### config.mk
export PLATFORM = sky130hd
export DESIGN_NAME = y_mc_ctrl_flat
export DESIGN_NICKNAME = d
export VERILOG_FILES = /design/src/rtl/y_ctrl_pkg.sv /design/src/rtl/y_mc_ctrl_if.sv /design/src/rtl/y_ctrl_decode.sv /design/src/rtl/y_mc_ctrl.sv /design/src/flat_wrapper.sv
export SDC_FILE = /design/constraint.sdc
export NUM_CORES = 1
export LEC_CHECK = 0
export CAP_MARGIN = 5
export CORE_ASPECT_RATIO = 0.75
export CORE_UTILIZATION = 42
export CTS_CLUSTER_DIAMETER = 80
export DETAILED_ROUTE_END_ITERATION = 7
export PLACE_DENSITY = 0.85
export SLEW_MARGIN = 0
export SYNTH_ARGS = -nofsm -noshare
export SYNTH_HDL_FRONTEND = slang
export SYNTH_SLANG_ARGS = --single-unit
### constraint.sdc
create_clock -name clk -period 2.7 [get_ports clk]
set_input_delay 0.54 -clock clk [delete_from_list [all_inputs] [get_ports clk]]
set_output_delay 0.54 -clock clk [all_outputs]
set_load 0.02 [all_outputs]
### src/rtl/y_ctrl_pkg.sv
// Shared definitions for the multi-cycle controller.
// Holds opcode constants, FSM state encodings, ALU op codes, pc_sel codes
// and the instruction class record latched during DECODE.
package y_ctrl_pkg;

    // Supported major opcodes (ins[6:0])
    localparam logic [6:0] OPC_R   = 7'h33;
    localparam logic [6:0] OPC_I   = 7'h13;
    localparam logic [6:0] OPC_LD  = 7'h03;
    localparam logic [6:0] OPC_ST  = 7'h23;
    localparam logic [6:0] OPC_BR  = 7'h63;
    localparam logic [6:0] OPC_JAL = 7'h6F;

    localparam logic [2:0] F3_OR = 3'b110;

    // FSM states; encodings 5..7 are unused and recover to FETCH
    typedef enum logic [2:0] {
        S_FETCH  = 3'd0,
        S_DECODE = 3'd1,
        S_EXEC   = 3'd2,
        S_MEM    = 3'd3,
        S_WB     = 3'd4
    } state_e;

    // ALU operation codes
    localparam logic [2:0] ALU_ADD = 3'b010;
    localparam logic [2:0] ALU_OR  = 3'b001;
    localparam logic [2:0] ALU_SUB = 3'b110;

    // Next-PC source select
    localparam logic [1:0] PCS_P4  = 2'b00;
    localparam logic [1:0] PCS_BR  = 2'b01;
    localparam logic [1:0] PCS_JMP = 2'b10;
    localparam logic [1:0] PCS_ENT = 2'b11;

    // Instruction class; K_NONE doubles as the "illegal / nothing latched" value
    typedef enum logic [2:0] {
        K_NONE = 3'd0,
        K_R    = 3'd1,
        K_I    = 3'd2,
        K_LD   = 3'd3,
        K_ST   = 3'd4,
        K_BR   = 3'd5,
        K_JAL  = 3'd6
    } kind_e;

    typedef struct packed {
        kind_e      kind;
        logic [2:0] op;
        logic       alu_src;
    } cls_t;

    localparam cls_t CLS_NONE = '{kind: K_NONE, op: ALU_ADD, alu_src: 1'b0};

endpackage

### src/rtl/y_mc_ctrl_if.sv
// Controller <-> datapath bundle.
//   Datapath -> controller : ins, zero, int_req
//   Controller -> datapath : ir_we, pc_we, pc_sel, RegWrite, ALUSrc, op,
//                            MemRead, MemWrite, Mem2Reg
//   Status                 : state, retired, illegal
// slave  = controller side, master = datapath side.
interface y_mc_ctrl_if;
    logic [31:0] ins;
    logic        zero;
    logic        int_req;

    logic        ir_we;
    logic        pc_we;
    logic [1:0]  pc_sel;
    logic        RegWrite;
    logic        ALUSrc;
    logic [2:0]  op;
    logic        MemRead;
    logic        MemWrite;
    logic        Mem2Reg;

    logic [2:0]  state;
    logic [15:0] retired;
    logic        illegal;

    modport slave (
        input  ins, zero, int_req,
        output ir_we, pc_we, pc_sel, RegWrite, ALUSrc, op,
               MemRead, MemWrite, Mem2Reg, state, retired, illegal
    );

    modport master (
        output ins, zero, int_req,
        input  ir_we, pc_we, pc_sel, RegWrite, ALUSrc, op,
               MemRead, MemWrite, Mem2Reg, state, retired, illegal
    );
endinterface

### src/rtl/y_ctrl_decode.sv
// Combinational opcode/funct3 classifier.
//   i_opcode : ins[6:0]
//   i_funct3 : ins[14:12]
//   o_cls    : class, ALU op and ALU B-source for the instruction
//   o_legal  : 1 when the opcode is one the controller sequences
module y_ctrl_decode
    import y_ctrl_pkg::*;
(
    input  logic [6:0] i_opcode,
    input  logic [2:0] i_funct3,
    output cls_t       o_cls,
    output logic       o_legal
);

    always_comb begin
        o_cls   = CLS_NONE;
        o_legal = 1'b1;
        case (i_opcode)
            OPC_R: begin
                o_cls.kind    = K_R;
                o_cls.op      = (i_funct3 == F3_OR) ? ALU_OR : ALU_ADD;
                o_cls.alu_src = 1'b0;
            end
            OPC_I: begin
                o_cls.kind    = K_I;
                o_cls.alu_src = 1'b1;
            end
            OPC_LD: begin
                o_cls.kind    = K_LD;
                o_cls.alu_src = 1'b1;
            end
            OPC_ST: begin
                o_cls.kind    = K_ST;
                o_cls.alu_src = 1'b1;
            end
            OPC_BR: begin
                o_cls.kind    = K_BR;
                o_cls.op      = ALU_SUB;
                o_cls.alu_src = 1'b0;
            end
            OPC_JAL: begin
                o_cls.kind    = K_JAL;
                o_cls.alu_src = 1'b1;
            end
            default: o_legal = 1'b0;
        endcase
    end

endmodule

### src/rtl/y_mc_ctrl.sv
// Multi-cycle (FETCH/DECODE/EXEC/MEM/WB) instruction controller.
//   clk   : rising-edge clock
//   rst_n : synchronous active-low reset
//   bus   : controller side of y_mc_ctrl_if (instruction/flags in,
//           datapath strobes, state, retired count and illegal pulse out)
// Strobes are Moore-style decodes of the registered state, qualified by
// int_req in FETCH, the incoming opcode in DECODE and zero in EXEC.
module y_mc_ctrl
    import y_ctrl_pkg::*;
(
    input  logic           clk,
    input  logic           rst_n,
    y_mc_ctrl_if.slave     bus
);

    state_e      r_state;
    cls_t        r_cls;
    logic [15:0] r_retired;

    cls_t        w_dec_cls;
    logic        w_dec_legal;
    state_e      w_state_nxt;
    logic        w_ir_we, w_pc_we, w_reg_write, w_alu_src;
    logic        w_mem_read, w_mem_write, w_mem2reg, w_illegal, w_retire;
    logic [1:0]  w_pc_sel;
    logic [2:0]  w_op;
    logic [15:0] w_retired_nxt;
    logic        w_unused;

    assign w_unused = ^{bus.ins[31:15], bus.ins[11:7]};

    y_ctrl_decode u_dec (
        .i_opcode (bus.ins[6:0]),
        .i_funct3 (bus.ins[14:12]),
        .o_cls    (w_dec_cls),
        .o_legal  (w_dec_legal)
    );

    always_comb begin
        w_state_nxt = S_FETCH;
        w_ir_we     = 1'b0;
        w_pc_we     = 1'b0;
        w_pc_sel    = PCS_P4;
        w_reg_write = 1'b0;
        w_alu_src   = 1'b0;
        w_op        = ALU_ADD;
        w_mem_read  = 1'b0;
        w_mem_write = 1'b0;
        w_mem2reg   = 1'b0;
        w_illegal   = 1'b0;
        w_retire    = 1'b0;
        case (r_state)
            S_FETCH: begin
                if (bus.int_req) begin
                    w_pc_we     = 1'b1;
                    w_pc_sel    = PCS_ENT;
                    w_state_nxt = S_FETCH;
                end else begin
                    w_ir_we     = 1'b1;
                    w_state_nxt = S_DECODE;
                end
            end
            S_DECODE: begin
                if (w_dec_legal) begin
                    w_state_nxt = S_EXEC;
                end else begin
                    // Skip the bad word: advance PC, no retire
                    w_illegal = 1'b1;
                    w_pc_we   = 1'b1;
                end
            end
            S_EXEC: begin
                w_op      = r_cls.op;
                w_alu_src = r_cls.alu_src;
                case (r_cls.kind)
                    K_R, K_I, K_JAL: w_state_nxt = S_WB;
                    K_LD, K_ST:      w_state_nxt = S_MEM;
                    K_BR: begin
                        w_pc_we  = 1'b1;
                        w_pc_sel = bus.zero ? PCS_BR : PCS_P4;
                        w_retire = 1'b1;
                    end
                    default: w_state_nxt = S_FETCH;
                endcase
            end
            S_MEM: begin
                w_op      = r_cls.op;
                w_alu_src = r_cls.alu_src;
                if (r_cls.kind == K_LD) begin
                    w_mem_read  = 1'b1;
                    w_state_nxt = S_WB;
                end else if (r_cls.kind == K_ST) begin
                    w_mem_write = 1'b1;
                    w_pc_we     = 1'b1;
                    w_retire    = 1'b1;
                end
            end
            S_WB: begin
                w_op        = r_cls.op;
                w_alu_src   = r_cls.alu_src;
                w_reg_write = 1'b1;
                // Loads keep MemRead up so memOut is stable at the write
                w_mem_read  = (r_cls.kind == K_LD);
                w_mem2reg   = (r_cls.kind == K_LD);
                w_pc_we     = 1'b1;
                w_pc_sel    = (r_cls.kind == K_JAL) ? PCS_JMP : PCS_P4;
                w_retire    = 1'b1;
            end
            default: w_state_nxt = S_FETCH;
        endcase

        // Reset kills the in-flight instruction on the very cycle it is seen
        if (!rst_n) begin
            w_ir_we     = 1'b0;
            w_pc_we     = 1'b0;
            w_pc_sel    = PCS_P4;
            w_reg_write = 1'b0;
            w_alu_src   = 1'b0;
            w_op        = ALU_ADD;
            w_mem_read  = 1'b0;
            w_mem_write = 1'b0;
            w_mem2reg   = 1'b0;
            w_illegal   = 1'b0;
            w_retire    = 1'b0;
        end
    end

    assign w_retired_nxt = r_retired + {15'd0, w_retire};

    always_ff @(posedge clk) begin
        if (!rst_n) begin
            r_state   <= S_FETCH;
            r_cls     <= CLS_NONE;
            r_retired <= '0;
        end else begin
            r_state   <= w_state_nxt;
            r_retired <= w_retired_nxt;
            if (r_state == S_DECODE) r_cls <= w_dec_cls;
        end
    end

    assign bus.ir_we    = w_ir_we;
    assign bus.pc_we    = w_pc_we;
    assign bus.pc_sel   = w_pc_sel;
    assign bus.RegWrite = w_reg_write;
    assign bus.ALUSrc   = w_alu_src;
    assign bus.op       = w_op;
    assign bus.MemRead  = w_mem_read;
    assign bus.MemWrite = w_mem_write;
    assign bus.Mem2Reg  = w_mem2reg;
    assign bus.illegal  = w_illegal;
    assign bus.state    = r_state;
    assign bus.retired  = r_retired;

endmodule

### src/flat_wrapper.sv
// flat-port wrapper written by rule: the top's interface ports become plain ports
module y_mc_ctrl_flat import y_ctrl_pkg::*;
  (clk, rst_n, bus_ins, bus_zero, bus_int_req, bus_ir_we, bus_pc_we, bus_pc_sel, bus_RegWrite, bus_ALUSrc, bus_op, bus_MemRead, bus_MemWrite, bus_Mem2Reg, bus_state, bus_retired, bus_illegal);
  y_mc_ctrl_if bus_i ();
  input  logic clk;
  input  logic rst_n;
  input wire logic [$bits(bus_i.ins)-1:0] bus_ins;
  input wire logic [$bits(bus_i.zero)-1:0] bus_zero;
  input wire logic [$bits(bus_i.int_req)-1:0] bus_int_req;
  output wire logic [$bits(bus_i.ir_we)-1:0] bus_ir_we;
  output wire logic [$bits(bus_i.pc_we)-1:0] bus_pc_we;
  output wire logic [$bits(bus_i.pc_sel)-1:0] bus_pc_sel;
  output wire logic [$bits(bus_i.RegWrite)-1:0] bus_RegWrite;
  output wire logic [$bits(bus_i.ALUSrc)-1:0] bus_ALUSrc;
  output wire logic [$bits(bus_i.op)-1:0] bus_op;
  output wire logic [$bits(bus_i.MemRead)-1:0] bus_MemRead;
  output wire logic [$bits(bus_i.MemWrite)-1:0] bus_MemWrite;
  output wire logic [$bits(bus_i.Mem2Reg)-1:0] bus_Mem2Reg;
  output wire logic [$bits(bus_i.state)-1:0] bus_state;
  output wire logic [$bits(bus_i.retired)-1:0] bus_retired;
  output wire logic [$bits(bus_i.illegal)-1:0] bus_illegal;
  assign bus_i.ins = bus_ins;
  assign bus_i.zero = bus_zero;
  assign bus_i.int_req = bus_int_req;
  assign bus_ir_we = bus_i.ir_we;
  assign bus_pc_we = bus_i.pc_we;
  assign bus_pc_sel = bus_i.pc_sel;
  assign bus_RegWrite = bus_i.RegWrite;
  assign bus_ALUSrc = bus_i.ALUSrc;
  assign bus_op = bus_i.op;
  assign bus_MemRead = bus_i.MemRead;
  assign bus_MemWrite = bus_i.MemWrite;
  assign bus_Mem2Reg = bus_i.Mem2Reg;
  assign bus_state = bus_i.state;
  assign bus_retired = bus_i.retired;
  assign bus_illegal = bus_i.illegal;
  y_mc_ctrl u_core (.clk(clk), .rst_n(rst_n), .bus(bus_i));
endmodule
# After elaboration in Yosys (flattened, before gate mapping)

Cells that the tools add are included.

Add/sub/neg operators: 1
Eq/ne operators: 17
Multiplexer cells: 43
Reductions and logical operators: 6

Operators by type and width:

| cell                 | count |
|---|---|
| $mux W1              | 26 |
| $pmux W3 S6          | 1 |
| $add A16 B1 Y16      | 1 |
| $eq A3 B3 Y1 const B | 5 |
| $eq A7 B6 Y1 const B | 2 |
| $eq A7 B7 Y1 const B | 2 |
| $eq A3 B2 Y1 const B | 4 |
| $mux W2              | 6 |
| $pmux W3 S2          | 2 |
| $pmux W3 S4          | 1 |
| $mux W3              | 3 |
| $eq A7 B2 Y1 const B | 1 |
| $eq A7 B5 Y1 const B | 1 |
| $eq A3 B1 Y1 const B | 2 |
| $pmux W2 S3          | 1 |
| $reduce_or A3 Y1     | 2 |
| $reduce_or A6 Y1     | 1 |
| $pmux W1 S5          | 1 |
| $reduce_or A4 Y1     | 1 |
| $logic_not A3 Y1     | 1 |
| $pmux W1 S3          | 1 |
| $pmux W1 S2          | 1 |
| $reduce_or A2 Y1     | 1 |

Bits in registers: 26
Bits of input ports: 36
Logic and storage cells: 72

# Longest topological paths before layout

Gate-level depths: netlist of run 1.

Word-level depth: 6
Depth in mapped cells: 11
Mapped depth without buffers: 10

# Cells and area by module

From an unflattened synthesis of run 1, not the netlist that was laid out.

Cell total of the unflattened synthesis: 182
Area total of the unflattened synthesis: 1525.2 um^2

Modules (own cells, without submodules):

| module        | times used | cells each | area each (um^2) | sequential area each (um^2) |
|---|---|---|---|---|
| y_mc_ctrl     | 1          | 158        | 1371.3           | 520.5 |
| y_ctrl_decode | 1          | 24         | 153.9            | 0.0 |

# Worst setup path before layout of run 1

No wires, ideal clock.

Kind: flip-flop to flip-flop
From: register u_core.r_state[1], in the netlist u_core.bus.state[1]
To: register u_core.r_retired[14], in the netlist u_core.bus.retired[14]
Setup time: 0.135 ns
Data arrival time: 2.286 ns
Data required time: 2.565 ns
Slack: 0.279 ns
Stages on the path, launching flop included: 11
Period minus slack after synthesis: 2.421 ns
Path through: dfxtp_1 and2b_4 nand2_1 nor3b_1 o21a_1 ha_1 ha_1 and4_1 nand2_1 o311ai_0 o41ai_1

Word-level cells in the longest chain between the ends: 4
Elaborated cells between the ends (all ways): 6

RTL lines:

| what                                                | line             | RTL |
|---|---|---|
| from (decl)                                         | y_mc_ctrl.sv:16  | `state_e r_state;` |
| from (signal assigned)                              | y_mc_ctrl.sv:136 | `r_state <= w_state_nxt;` |
| $eq A3 B3 Y1 / $eq A3 B2 Y1 (equally long branches) | y_mc_ctrl.sv:52  | `case (r_state)` |
| $pmux W1 S3 *                                       | y_mc_ctrl.sv:52  |  |
| $mux W1 *                                           | y_mc_ctrl.sv:113 | `if (!rst_n) begin` |
| $add A16 B1 Y16 *                                   | y_mc_ctrl.sv:128 | `assign w_retired_nxt = r_retired + {15'd0, w_retire};` |
| to (signal assigned)                                | y_mc_ctrl.sv:137 | `r_retired <= w_retired_nxt;` |
| to (decl)                                           | y_mc_ctrl.sv:18  | `logic [15:0] r_retired;` |

Every way passes the cells marked *; elsewhere a longest branch is shown, timed or not.
A chain may end at the register's enable or synchronous reset.

# Worst setup path in the final report of run 1

From: input port bus_ins[2]
To: output port bus_pc_we

Word-level cells in the longest chain between the ends: 6
Elaborated cells between the ends (all ways): 11

RTL lines:

| what                                       | line                | RTL |
|---|---|---|
| from (decl)                                | flat_wrapper.sv:7   | `input wire logic [$bits(bus_i.ins)-1:0] bus_ins;` |
| $eq A7 B7 Y1, or another cell as far along | y_ctrl_decode.sv:18 | `case (i_opcode)` |
| $reduce_or A6 Y1 (no line) *               | n/a                 |  |
| $mux W1 *                                  | y_ctrl_decode.sv:18 |  |
| $mux W1 *                                  | y_mc_ctrl.sv:64     | `if (w_dec_legal) begin` |
| $pmux W1 S5 *                              | y_mc_ctrl.sv:52     |  |
| $mux W1 *                                  | y_mc_ctrl.sv:113    |  |
| to (decl)                                  | flat_wrapper.sv:11  | `output wire logic [$bits(bus_i.pc_we)-1:0] bus_pc_we;` |

Marks and branches as above.

==> metrics, run 1 <==
Detailed Route WL=about 3.8 mm; Hold Path Sink=u_core.r_cls[3]; worst setup path class=input port to output port; total I/O pin count=68; hold path startpoint=u_core.r_cls[3]; Worst R2R Start=u_core.bus.state[2]; area of the multi-input gates=960 µm²; FF+latch area=522 µm²; share of cells above drive strength 1=roughly a fifth; Max-slew headroom=75.5%; pin count of the biggest net entering global routing=18; Mapped Cells=177; Post-Route Setup TNS=0 ps; synthesized area=1530 µm²; critical path arrival=slightly above 2000 ps; gr ovfl total=0; clk_skew=4.53 ps; power per cell area=335 nW/µm²; hold_buf cts=0; GR Util met3=around 3.3%; design internal power=570 µW; core area=3380 µm²; Worst VDD drop=roughly 0.3 mV; worst slew pin tran=363 ps; fin area=2230 µm²; fraction of registers with async set/reset=0%; DR pass1 iterations=4; met2 Use GR=35.1%; Worst-Skew Late Latency=270 ps; hold path depth=2; Tot GR Track Use=21.1%; final setup fails=0; clk sinks=26; Max clock buf depth=2; drt initial violations=75; clk root buf=clkbuf_8; max-cap viol count=0; Buffers on Ports=45; clk slew on worst S/H paths=90 ps; Clk network pwr share=34.6%; fin nets=280; crit path time final=~2600 ps; CTS Buf Count=3; FILL cells=300; register area share after synthesis=34.0%; Non-Filler Instances=around 280; reg-to-reg endpoint=u_core.bus.retired[14]; initial core utilization=45.3%; DRC Markers=0; Mapped Nets=215; die area=roughly 3900 µm²; f_max=roughly 380 MHz; post-route ant nets=0; n_diodes=0; met1 usage=28.0%; Fin Hold WS=474 ps; Setup crit end kind=output port; GRT Max-Usage Layer=met2; worst r2r path cells=10; CP Launch Type=input port; die extent in y=54.3 µm; DR vias=1502; CTS HTree Levels=1; Ys Warns=0; period utilisation layout=96.5%; P_leak=between 0.0008 and 0.0009 µW; worst-path maximum fanout=4; routability cong.=between 0.8 and 0.9; Layout area overhead=45.5%; setup repair after global routing missed its margin=false; WL per Instance=roughly 13 µm; Switching Fraction=23.6%; mean cell area of the mapped netlist=8.65 µm²; CTS tree=built; outcome=completed; ys flop type=dfxtp_1; DP Area=between 2000 and 2500 µm²; Pins Over Slew Limit=0; DIE WIDTH=71.7 µm; #FFs+latches synth=26; Sequential Power Share=52.2%; num rows=18; number of distinct library cells after synthesis=50; Critical Path RT=around 2200 ps; initial antenna violation count=0; drt via density=5.35; R2R Setup Slk=320 ps; final hold violation count=0; DP Cell Count=277; Logic pwr share=13.2%; dpl hpwl=a little under 3 mm; first-pass GRT wire length=6.29 mm; hold crit path type=register to register; Net Sw Power=approximately 180 µW; vias in the first global route=1373; Post-synth EDFFs=0
-- metal layers --
| layer | vias up | wire (µm) |
|---|---|---|
| li1 | 754 | - |
| met1 | 706 | 1910 |
| met2 | 36 | 1650 |
| met3 | 6 | 128 |
| met4 | 0 | 66 |
| met5 | - | 0 |
-- per-stage QoR --
| step | total power, µW | utilization [%] | setup WS [ps] |
|---|---|---|---|
| global route | 776 | 66.0 | 6.50 |
| global placement | 495 | 63.9 | -181 |
| floorplan | 442 | - | 279 |
| detailed placement | 498 | 63.9 | -152 |
| CTS | 748 | 65.5 | 15.5 |
| finish | 746 | 66.0 | 94.8 |
-- repair_timing --
item,in CTS,in global routing
setup buffers,0,0
endpoints found under the setup margin,7,9
resized for setup,5,5
gates cloned,0,0
-- cells in the final DEF, fill, tap and decap left out, types with 2 or more instances in the layout --
cell / n
clkdlybuf4s50_1: 39
dfxtp_1: 25
buf_4: 24
and2_1: 18
nand2_1: 15
o21ai_0: 10
nand4_1: 7
xnor2_1: 7
nand3_1: 6
a21oi_1: 6
nor2_1: 6
xor2_1: 6
nand2b_1: 5
nor3_1: 4
nand3b_1: 4
clkbuf_8: 4
dlygate4sd2_1: 4
inv_1: 3
a21boi_0: 3
o21a_1: 2
a41oi_1: 2
nor2b_1: 2
a22oi_1: 2
nor4_1: 2
and4_1: 2
nor4b_2: 2
ha_1: 2
dlymetal6s2s_1: 2
-- state kept, by name (all words and copies together) (netlist names) --
name / cells
u_core.bus.retired: 16
u_core.r_cls: 7
u_core.bus.state: 3
-- worst max-delay path: stages --
cell and delay, ps:
clkdlybuf4s50_1 510, and4bb_2 270, a21oi_1 230, a22o_1 180, dlygate4sd2_1 330
-- how the worst max path moves through the flow --
stage	endpoint	cells past startpoint	from	slack [ps]
global route	bus_MemWrite	5	u_core.r_cls[5]	7
CTS	bus_ir_we	4	bus_int_req	20
detailed placement	bus_pc_we	5	bus_ins[2]	-150
finish	bus_pc_we	5	bus_ins[2]	90
global placement	bus_pc_we	5	bus_ins[2]	-180
floorplan	u_core.bus.retired[14]	10	u_core.bus.state[1]	280
-- cells in the mapped netlist, types with 2 or more instances --
cell type  count  area, µm²
a21boi_0       3       22.5
a21oi_1        6       30.0
a22oi_1        2       15.0
a41oi_1        2       17.5
and2_1        18        113
and4_1         2       17.5
buf_2          3       15.0
buf_6          2       22.5
clkbuf_1       4       15.0
dfxtp_1       26        521
ha_1           2       25.0
inv_1          3       11.3
nand2_1       15       56.3
nand2b_1       5       31.3
nand3_1        6       30.0
nand3b_1       4       30.0
nand4_1        7       43.8
nor2_1         6       22.5
nor2b_1        3       18.8
nor3_1         4       20.0
nor3b_1        2       15.0
nor4_1         2       12.5
nor4b_2        2       30.0
o21a_1         2       15.0
o21ai_0       10       50.1
xnor2_1        7       61.3
xor2_1         6       52.6
-- logic make-up (layout without fill, tap and decap cells) --
kind of cell    Yosys count  after routing  share of synthesized area (%)
simple gates             93             93                           39.3
compound gates           31             31                           13.5
flops                    26             26                           34.0
xor+xnor                 13             13                           7.43
buf+inv                  12             76                           4.17
fa+ha+maj                 2              2                           1.63
-- layout make-up --
cell class                      instances  share of cell area (%)
Clock buffer                            4                    2.47
Inverter                                3                   0.505
Multi-Input combinational cell        139                    43.1
Sequential cell                        26                    23.4
Tap cell                               40                    2.25
Timing Repair Buffer                   69                    28.3
-- power groups by stage --
| stage | Sequential, µW | Clock, µW | Combinational (µW) |
|---|---|---|---|
| after detailed placement | 398 | 0 | 99.6 |
| after global routing | 390 | 279 | 106 |
| after global placement | 398 | 0 | 97.4 |
| final | 389 | 258 | 98.6 |
| after CTS | 389 | 261 | 98.4 |
| after floorplan | 396 | 0 | 45.7 |
Power figures use the tool's default switching activity.
==> run 2, diff against run 1 <==
- CAP_MARGIN: 5 -> default
- CTS_BUF_LIST: default -> sky130_fd_sc_hd__clkbuf_16
- SYNTH_HIERARCHICAL: default -> 1
==> run 2 against run 1 <==
- final cell count is 1.1% higher
- synthesized cell count is 2.8% higher
- power is 8.2% higher
- setup slack better by 31 ps
- largest power group unchanged
- clock power is 25% higher
- global-route usage is 1.1 points lower
- largest cell class unchanged
==> metrics, run 2 <==
pin count of the biggest net entering global routing=17; fraction of registers with async set/reset=0%; register area share after synthesis=~34%; worst slew pin tran=453 ps; n_diodes=0; clk sinks=26; WL per Instance=between 10 and 15 µm; Buf/Inv on CP=2; Post-Synth XOR/XNOR Area=3.45%; die area=3880 µm²; largest family of logic cells by synthesized area=simple AND/OR/NAND/NOR gates; Ys Warns=6; number of distinct library cells after synthesis=44; DRC Markers=0; final hold violation count=0; CTS Buf Count=3; fin nets=283; synthesized area=1530 µm²; Worst VDD drop=around 0.35 mV; critical path arrival=2030 ps; DR pass1 iterations=4; num rows=18; initial antenna violation count=0; first-pass GRT wire length=5.91 mm; hold crit path type=register to register; period utilisation layout=95.3%; worst-path maximum fanout=3; Mapped Nets=220; post-synthesis mux area share=7.88%; total I/O pin count=roughly 70; Net Sw Power=between 150 and 200 µW; post-synthesis compound-gate area fraction=12.4%; mean cell area of the mapped netlist=approximately 8.4 µm²; ys flop type=dfxtp_1; DIE WIDTH=71.6 µm; FF+latch area=520 µm²; worst setup path class=input port to output port; most common cell after layout, fill and taps aside=clkdlybuf4s50_1; Layout area overhead=44.0%; outcome=completed; core area=around 3400 µm²; Switching Fraction=a little over a fifth; fin area=2200 µm²; area share of and/or/nand/nor cells after synthesis=33.9%; vias in the first global route=~1300; Post-synth EDFFs=0; Worst path max stage delay=440 ps; Area contributors post-synth=dfxtp_1 (34%), mux2i_1 (7.9%), a21oi_1 (4.9%); Max clock buf depth=2; Detailed Route WL=roughly 3.7 mm; Yosys top cell by area=dfxtp_1; area of the multi-input gates=907 µm²; clk slew on worst S/H paths=approximately 60 ps; Worst-Skew Late Latency=260 ps; Tot GR Track Use=20.0%; drt via density=5.45; max FFs per register=16; slowest cell on the critical path=clkdlybuf4s50_1; clk root buf=clkbuf_16; Top Family by Delay on Critical Path=buffers and inverters; Setup crit end kind=output port; routability cong.=0.814; Top cell by count, worst path=a21oi_1; CTS tree=built; gr ovfl total=0; DP Area=2120 µm²; dpl hpwl=2.81 mm; Pins Over Slew Limit=0; Critical Path RT=2160 ps; Max-slew headroom=69.7%; Clk network pwr share=~40%; final setup fails=0; #FFs+latches synth=26; post-route ant nets=0; FILL cells=279; share of cells above drive strength 1=14.3%; Logic pwr share=12.0%; crit-path cells=clkdlybuf4s50_1 > and3_1 > nand2_2 > a21oi_1 > a211oi_1 > o21ai_0 > a21oi_1 > buf_4; commonest cells in the netlist=dfxtp_1 (26), a21oi_1 (15), nand2_1 (15); clk_skew=3.82 ps; crit path time final=roughly 2600 ps; Mapped Cells=182; die extent in y=54.2 µm; P_leak=0.000829 µW; commonest non-fill, non-tap cells in the layout=clkdlybuf4s50_1 (41), dfxtp_1 (26), buf_4 (23); Buffers on Ports=45; CTS HTree Levels=1; DP Cell Count=280; Post-Synth Adder-Cell Area=1.64%; max-cap viol count=0; CP Launch Type=input port; Fin Hold WS=between 400 and 500 ps; most frequent cell after synthesis=dfxtp_1; drt initial violations=109; setup repair after global routing missed its margin=false; design internal power=636 µW; f_max=between 300 and 400 MHz; power per cell area=367 nW/µm²; Yosys top cell area share=approximately a third; Non-Filler Instances=284; DR vias=1548; Sequential Power Share=48.0%; initial core utilization=45.1%
## run 2: area by class of cell
class	instances	area share [%]
flip-flops and latches	26	23.7
inverters	7	1.20
clock inverters	1	0.171
repair buffers	67	27.9
clock buffers	3	3.42
multi-input cells	140	41.3
well taps	40	2.28
## run 2: worst register-to-register path, cell delays in order (launching register included)
cell and delay, ps:
dfxtp_1 400, nor3b_1 380, o21a_2 240, nor2b_1 150, ha_1 190, ha_1 200, nand4_1 180, or4_1 440
a21oi_1 160
## run 2: power groups by stage
stage	Clock, µW	Sequential (µW)	Combinational (µW)
after global placement	0	396	96.2
after floorplan	0	396	44.5
final	322	387	96.9
after detailed placement	0	396	97.4
after CTS	332	387	97.3
after global routing	346	388	105
## run 2: path summary, 6_finish.rpt
| kind | cells past startpoint | to | start | slack [ps] |
|---|---|---|---|---|
| setup / recovery | 8 | bus_pc_we | bus_ins[6] | 130 |
| hold / removal | 2 | u_core/r_cls[2] | u_core/r_cls[2] | 490 |
| setup reg to reg | 8 | u_core/bus.retired[10] | u_core/bus.state[0] | 290 |
| hold reg to reg | 2 | u_core/r_cls[2] | u_core/r_cls[2] | 490 |
## run 2: cells by family after synthesis
family / count (synthesis)
muxes: 12
adders and majority gates: 2
DFF: 26
and+or+nand+nor: 89
AOI/OAI and AO/OA: 31
xor gates and xnor gates: 6
buffers and inverters: 16
## run 2: repair_timing
item,in CTS,in global routing
setup buffers,0,0
endpoints found under the hold margin,0,0
setup endpoints to repair,3,9
hold buffers,0,0
resized for setup,5,8
pin swaps,0,1
## run 2: routing by layer
metal	vias to the layer above	routed length (µm)	GRT usage, %
met4	0	31	4.90
met1	712	1820	27.7
met5	-	0	0
met2	57	1640	32.7
li1	775	-	-
met3	4	243	3.56
## run 2: per-stage QoR
stage	setup WS, ps	util (%)	TNS [ps]	power (µW)
after global routing	1.62	65.0	0	839
after floorplan	264	-	0	440
final	126	65.0	0	807
after detailed placement	-328	62.6	-758	493
after global placement	-336	62.6	-758	492
after CTS	0.0431	65.0	0	817
==> run 3, diff against run 2 <==
- CAP_MARGIN: default -> 5
- CORE_UTILIZATION: 42 -> 46
- CTS_BUF_LIST: sky130_fd_sc_hd__clkbuf_16 -> sky130_fd_sc_hd__clkbuf_8
- PLACE_DENSITY: 0.85 -> 0.92
- clock period: 2.7 -> 3.16 ns (I/O delays scaled with it)
==> run 3 against run 2 <==
- setup slack got worse by 15 ps
- non-clock buffer count decreased by 8
- largest power group unchanged
- cell area decreased by 3.4%
- die area decreased by 8.4%
- power decreased by 15%
- clock skew decreased by 1.9 ps
- critical endpoint unchanged
- via count decreased by 2.6%
- clock-buffer cell count unchanged
- sequential power decreased by 14%
==> metrics, run 3 (same netlist as run 2, synthesis figures left out) <==
Buffers on Ports=45; share of cells above drive strength 1=between 10% and 20%; post-CTS sizing=2; Critical Path RT=2530 ps; DRC Markers=0; die extent in y=51.9 µm; max-cap viol count=0; CTS HTree Levels=1; CTS Buf Count=3; initial core utilization=between 50% and 60%; n_diodes=0; Logic pwr share=11.7%; Worst path max stage delay=between 400 and 500 ps; area of the multi-input gates=903 µm²; worst r2r path cells=8; most common cell after layout, fill and taps aside=clkdlybuf4s50_1; crit path time final=around 3000 ps; pin count of the biggest net entering global routing=16; Max-slew headroom=67.5%; core area=3040 µm²; DP Cell Count=270; clk sinks=26; DIE WIDTH=just under 70 µm; fin area=2120 µm²; dpl hpwl=2.74 mm; max FFs per register=16; period utilisation layout=96.5%; DR vias=around 1500; setup repair after global routing missed its margin=false; outcome=completed; hold path depth=2; commonest non-fill, non-tap cells in the layout=clkdlybuf4s50_1 (43), dfxtp_1 (26), nand2_1 (15), a21oi_1 (15), buf_4 (14); gr ovfl total=0; WP depth=8; first-pass GRT wire length=6.02 mm; Switching Fraction=21.1%; clk slew on worst S/H paths=90 ps; Top cell by count, worst path=a21oi_1; clk_skew=1.94 ps; DR pass1 iterations=4; Worst VDD drop=0.326 mV; FILL cells=242; Buf/Inv on CP=2; Sequential Power Share=48.3%; drt initial violations=between 60 and 70; die area=~3600 µm²; DP Area=2050 µm²; critical path arrival=2420 ps; drt via density=5.50; f_max=328 MHz; routability cong.=0.815; final setup fails=0; Worst-Skew Late Latency=roughly 270 ps; postcts setup bufs=0; Top Family by Delay on Critical Path=buffers and inverters; worst slew pin tran=487 ps; hold crit path type=register to register; Net Sw Power=145 µW; Detailed Route WL=3.79 mm; WL per Instance=13.8 µm; vias in the first global route=1370; initial antenna violation count=0; FF+latch area=around 520 µm²; power per cell area=323 nW/µm²; design internal power=541 µW; total I/O pin count=68; slowest cell on the critical path=clkdlybuf4s50_1; Tot GR Track Use=22.7%; Clk network pwr share=39.9%; CTS tree=built; Non-Filler Instances=approximately 270; Layout area overhead=39.1%; final hold violation count=0; hold_buf cts=0; Setup crit end kind=output port; Max clock buf depth=2; P_leak=between 0.0007 and 0.0008 µW; clk root buf=clkbuf_8; Pins Over Slew Limit=0; num rows=17; fin nets=275; post-route ant nets=0; worst-path maximum fanout=3; CP Launch Type=input port; worst setup path class=input port to output port; crit-path cells=clkdlybuf4s50_1 > and3_1 > nand2_2 > a21oi_1 > a211oi_1 > o21ai_0 > a21oi_1 > dlygate4sd2_1
-- run 3: cell types whose count changed in the layout (fill, tap and decap cells not counted), sizes merged --
| cell | previous run | this run |
|---|---|---|
| dlymetal6s2s | 2 | 0 |
| clkinv | 1 | 0 |
| clkbuf | 4 | 3 |
| bufinv | 0 | 1 |
| buf | 23 | 14 |
| dlygate4sd2 | 0 | 2 |
| clkdlybuf4s50 | 41 | 43 |
-- run 3: routing by layer --
layer,up-vias,part of all wire [%],wire length [µm],global-route usage (%)
li1,761,-,-,-
met1,697,48,1830,32.2
met2,48,46,1730,35.5
met3,2,5.3,200,3.95
met4,0,0.58,22,4.86
met5,-,0,0,0
-- run 3: layout make-up --
type	instances	area share (%)
Multi-Input combinational cell	140	42.6
Clock buffer	3	1.95
Tap cell	38	2.24
Timing Repair Buffer	59	26.1
Inverter	7	1.24
Clock inverter	1	1.42
Sequential cell	26	24.5
-- run 3: final timing paths --
path	from	end	slack, ps
worst max-delay path	bus_ins[6]	bus_pc_we	110
worst min-delay path	u_core/r_cls[2]	u_core/r_cls[2]	470
worst max register to register	u_core/bus.state[2]	u_core/bus.retired[10]	430
worst min register to register	u_core/r_cls[2]	u_core/r_cls[2]	470
-- run 3: power by group through the flow --
stage,clock network [µW],logic (µW),registers (µW)
after floorplan,0,38.0,338
after global placement,0,78.9,339
after detailed placement,0,80.2,339
after CTS,278,80.1,332
after global routing,297,86.5,332
final,274,80.5,332
-- run 3: stage by stage --
stage	setup slack [ps]	TNS, ps	total power (µW)	hold WS (ps)	utilization, %
4_1_cts	163	0	690	475	69.8
3_5_place_dp	-120	-120	420	452	67.5
5_1_grt	50.5	0	716	494	69.8
3_3_place_gp	-65.9	-65.9	418	447	67.5
2_1_floorplan	724	0	376	432	-
6_report	111	0	686	474	69.8
-- run 3: worst min-delay path: cells and delay by family, from the launching register on --
kind	cells	cell delay, ps
DFF	1	330
muxes	1	60
and+or+nand+nor	1	60
